$ cat src/rtl/pair_controller.sv
// pair_controller: turn sequencer for a 6x6 memory/pairs game.
// Tracks the one or two cards the player has picked and which cards are
// already removed. It waits for the external matcher's verdict, with a
// timeout, and counts the pairs left and the failed attempts.

module pair_controller #(
    parameter int TIMEOUT = 64,
    parameter int PAIRS   = 18
) (
    input  logic        clk,
    input  logic        rst,
    input  logic        pick,
    input  logic [5:0]  cursor,
    input  logic        ms,
    input  logic        mf,
    output logic [35:0] sel_bus,
    output logic [35:0] hidden_bus,
    output logic [4:0]  pairs_left,
    output logic [7:0]  misses,
    output logic        busy,
    output logic        game_over
);

    // A degenerate TIMEOUT of 1 still needs a 1-bit counter.
    localparam int TW = (TIMEOUT > 1) ? $clog2(TIMEOUT) : 1;

    typedef enum logic [2:0] {
        IDLE,
        ONE,
        WAIT,
        HOLD,
        DONE
    } state_t;

    state_t         state;
    logic [TW-1:0]  tmo_cnt;
    logic [35:0]    pick_mask;
    logic           pick_ok;

    // One-hot mask of the card under the cursor and the pick-validity test.
    always_comb begin
        // NOTE: every always_comb output gets a default first so no latch is inferred.
        pick_mask = '0;
        for (int i = 0; i < 36; i++) begin
            pick_mask[i] = (cursor == 6'(i));
        end
        // An out-of-range cursor yields an all-zero mask. The range test
        // still rejects it explicitly.
        pick_ok = pick && (cursor <= 6'd35) && ((hidden_bus & pick_mask) == '0);
    end

    // Game FSM. Every output is a register updated together with the state.
    always_ff @(posedge clk) begin
        if (rst) begin
            // NOTE: sequential state uses non-blocking assignments so all registers update together.
            state      <= IDLE;
            sel_bus    <= '0;
            hidden_bus <= '0;
            pairs_left <= 5'(PAIRS);
            misses     <= '0;
            busy       <= 1'b0;
            game_over  <= 1'b0;
            tmo_cnt    <= '0;
        end else begin
            case (state)
                IDLE: begin
                    if (pick_ok) begin
                        sel_bus <= sel_bus | pick_mask;
                        state   <= ONE;
                    end
                end

                ONE: begin
                    if (pick_ok) begin
                        if ((sel_bus & pick_mask) != '0) begin
                            // Picking the same card again deselects it.
                            sel_bus <= sel_bus & ~pick_mask;
                            state   <= IDLE;
                        end else begin
                            sel_bus <= sel_bus | pick_mask;
                            tmo_cnt <= '0;
                            busy    <= 1'b1;
                            state   <= WAIT;
                        end
                    end
                end

                WAIT: begin
                    if (ms) begin
                        // A success verdict wins even if mf is high in the same cycle.
                        hidden_bus <= hidden_bus | sel_bus;
                        sel_bus    <= '0;
                        if (pairs_left != '0) begin
                            pairs_left <= pairs_left - 5'd1;
                        end
                        state <= HOLD;
                    end else if (mf || (tmo_cnt == TW'(TIMEOUT - 1))) begin
                        // An explicit failure and a timeout count the same way.
                        sel_bus <= '0;
                        if (misses != 8'hFF) begin
                            misses <= misses + 8'd1;
                        end
                        state <= HOLD;
                    end else begin
                        tmo_cnt <= tmo_cnt + 1'b1;
                    end
                end

                HOLD: begin
                    // Wait for the matcher to drop its verdict, so that one
                    // long pulse cannot count twice.
                    if (!ms && !mf) begin
                        busy <= 1'b0;
                        if (pairs_left == '0) begin
                            game_over <= 1'b1;
                            state     <= DONE;
                        end else begin
                            state <= IDLE;
                        end
                    end
                end

                DONE: begin
                    // Frozen until reset.
                end

                default: begin
                    state <= IDLE;
                end
            endcase
        end
    end

endmodule

$ cat config.mk
export PLATFORM = sky130hd
export DESIGN_NAME = pair_controller
export DESIGN_NICKNAME = d
export VERILOG_FILES = /design/src/rtl/pair_controller.sv
export SDC_FILE = /design/constraint.sdc
export NUM_CORES = 1
export LEC_CHECK = 0
export ABC_CLOCK_PERIOD_IN_PS = 2800
export BUFFER_PORTS_ARGS = -buffer_cell sky130_fd_sc_hd__buf_2
export CORE_MARGIN = 2
export CORE_UTILIZATION = 45
export CTS_CLUSTER_SIZE = 40
export DETAILED_ROUTE_END_ITERATION = 12
export PLACE_DENSITY = 0.67
export RECOVER_POWER = 100
export SYNTH_ARGS = -nofsm -noshare
export SYNTH_HDL_FRONTEND = slang
export SYNTH_SLANG_ARGS = --single-unit
$ cat constraint.sdc
create_clock -name clk -period 2.8 [get_ports clk]
set_clock_uncertainty 0.15 [all_clocks]
set_input_delay 0.42 -clock clk [delete_from_list [all_inputs] [get_ports clk]]
set_output_delay 0.42 -clock clk [all_outputs]
set_load 0.05 [all_outputs]
==> metrics <==
pre-CTS setup slack=-448.9 ps; Final HPWL DP=16.29 mm; Avg Inst Size Synth=8.898 um^2; Post-Place Cell Area=approximately 6600 um^2; RD Place Congestion=roughly 1.1; Clock Tree Root=clkbuf_16; LEAKAGE=2.573 nW; Tmin final=2729 ps; unrepaired setup endpoints after global routing=false; Remaining Overflow, GRT=0; post-synth cell types=88; Die W=114.6 um; CTS tree=built; Slew Viols, Final=0; # Max-Cap Violations=0; Crit. End Element=register; most frequent cell after synthesis=dfxtp_1; pin count of the biggest net entering global routing=29; Post-synth EDFFs=0; flip-flop and latch count after synthesis=96; chip height=114.6 um; dominant synthesized flop cell=dfxtp_1; antenna violations before repair=0; n_diodes=0; Arr. time, crit path=between 2000 and 3000 ps; Detailed Routing Iterations Pass 1=5; layout cells sized above 1=21.91%; FP Rows=40; Gate Count Post-Synth=about 620; Die ar.=~13,000 um^2; synth cell count leaders=dfxtp_1, a21oi_1, nor2_1, nand2_1, o21ai_0; core area=11,960 um^2; Yosys warning total=0; vias=5,900; critical path's slowest cell=and4bb_1; fin nets=803; post-synthesis sequential area ratio=34.89%; crit path launch type=primary input; Fmax achieved=366.5 MHz; share of flip-flops with an asynchronous set or reset=0%; Power, Total=3.159 mW; worst IR drop on VDD=0.3450 mV; synthesized area=~5500 um^2; setup_tns=0 ps; Final period util=a little over nine tenths; Via-to-Cell Ratio=6.270; synth top area cells=dfxtp_1, a21oi_1, nor2_1; CP required=2890 ps; Hold WC Path Type=register to register; WL final=21.24 mm; Initial Util=46.05%; Clock Path Buffers=2; Clk Latency, worst-skew pair=360 ps; vias in the first global route=5,548; io pins=98; max incr delay on CP=380 ps; Post-CTS Hold Buffers=0; H-Tree Depth=3; register area=1922 um^2; Max-slew headroom=54.72%; CP top delay family=compound AO/OA/AOI/OAI gates; CP dominant cell by count=buf_4; clock slew at reported path FFs=70 ps; Routed Antenna Nets=0; initial drt markers=483; DRC viols=0; final setup fails=0; area grow syn2layout=23.97%; Fin. Hold Viols=0; post-synth top area share=34.89%; worst hold slack=308.2 ps; Setup CP Type=primary input to register; # port buffers=97; Finished Cell Area=a little under 7000 um^2; first-pass GRT wire length=~32 mm; area of the multi-input gates=3079 um^2; post-synth net total=~630; final worst slack=71.18 ps; PwrDens=about 460 nW/um^2; wire per inst=22.57 um; status=completed; global-route usage over all layers=32.79%; Crit Path Max Fanout=18; worst path buffer plus inverter count=3; post-synth top area cell=dfxtp_1; Cell Chain, Critical Path=clkbuf_4 > buf_4 > and4bb_1 > a22oi_1 > nand3_1 > and3_1 > o32ai_2 > buf_4 > o21a_2 > a221o_1; Worst Tran Pin Value=676.7 ps; Layout fillers=1,179; total clock sinks=96; Num CTS Buffers=9
## layout by cell type, fill, tap and decap left out, types with 6 or more instances in the layout
master,instances
a21oi_1,70
a221o_1,11
a31oi_1,18
and3_1,7
buf_2,7
buf_4,105
clkbuf_1,89
clkbuf_16,9
dfxtp_1,96
inv_1,21
mux2i_1,11
nand2_1,34
nand2b_1,8
nand3_1,13
nand3b_1,13
nor2_1,63
nor2b_1,11
nor3_1,6
nor4_1,7
o211ai_1,14
o21ai_0,27
o221ai_1,11
or3_1,6
## metal layers
layer | wire, um | GRT usage, % | vias up
li1 | - | - | 2675
met1 | 8816 | 42.82 | 2844
met2 | 9761 | 51.52 | 326
met3 | 1600 | 4.764 | 55
met4 | 1061 | 19.11 | 0
met5 | 0 | 0 | -
## repair_timing
action,in CTS,in global routing
gates resized for setup,2,4
hold endpoints to repair,0,0
endpoints found under the setup margin,22,37
pin swaps,1,0
setup buffers,1,0
## worst register-to-register path, delay by kind of cell, from the launching register on
family / cells / cell delay (ps)
AOI/OAI and AO/OA: 3 / 780
DFF: 1 / 370
buffers and inverters: 2 / 300
and+or+nand+nor: 2 / 370
muxes: 2 / 540
## final timing paths
path	start	to	slack [ps]	cells past startpoint
max	cursor[4]	sel_bus[15]	70	10
min	pairs_left[4]	pairs_left[4]	310	2
max reg2reg	sel_bus[2]	tmo_cnt[1]	210	9
min reg2reg	pairs_left[4]	pairs_left[4]	310	2
## flip-flops by register name, summed over array words and instances (netlist names)
name / cells
hidden_bus: 36
state: 3
pairs_left: 5
misses: 8
tmo_cnt: 6
sel_bus: 36
game_over: 1
busy: 1
## stage by stage
| stage | utilization (%) | instances |
|---|---|---|
| 2_1_floorplan | - | 619 |
| 6_report | 57.08 | 941 |
| 5_1_grt | 57.08 | 941 |
| 3_5_place_dp | 55.56 | 924 |
| 3_3_place_gp | 55.56 | 924 |
| 4_1_cts | 58.56 | 941 |
## logic make-up (layout without fill, tap and decap cells)
family	Yosys count	count (layout)	synth area share [%]
DFF	96	96	34.89
xor gates and xnor gates	8	8	1.272
AOI/OAI and AO/OA	210	210	27.67
buffers and inverters	70	245	8.223
adders and majority gates	3	3	0.6816
muxes	19	19	3.635
and+or+nand+nor	213	213	23.63
## power breakdown
| part | internal [mW] | total, mW | switching (mW) |
|---|---|---|---|
| combinational | 0.134 | 0.377 | 0.242 |
| sequential | 1.37 | 1.38 | 0.0120 |
| clock | 0.838 | 1.40 | 0.561 |
## area by class of cell
class / instances / area share, %
Multi-Input combinational cell: 453 / 45.10
Sequential cell: 96 / 28.15
Timing Repair Buffer: 206 / 17.83
Clock buffer: 11 / 3.702
Tap cell: 147 / 2.694
Clock inverter: 5 / 1.264
Inverter: 23 / 1.264
Note: power is estimated with default switching activity, not from simulation.
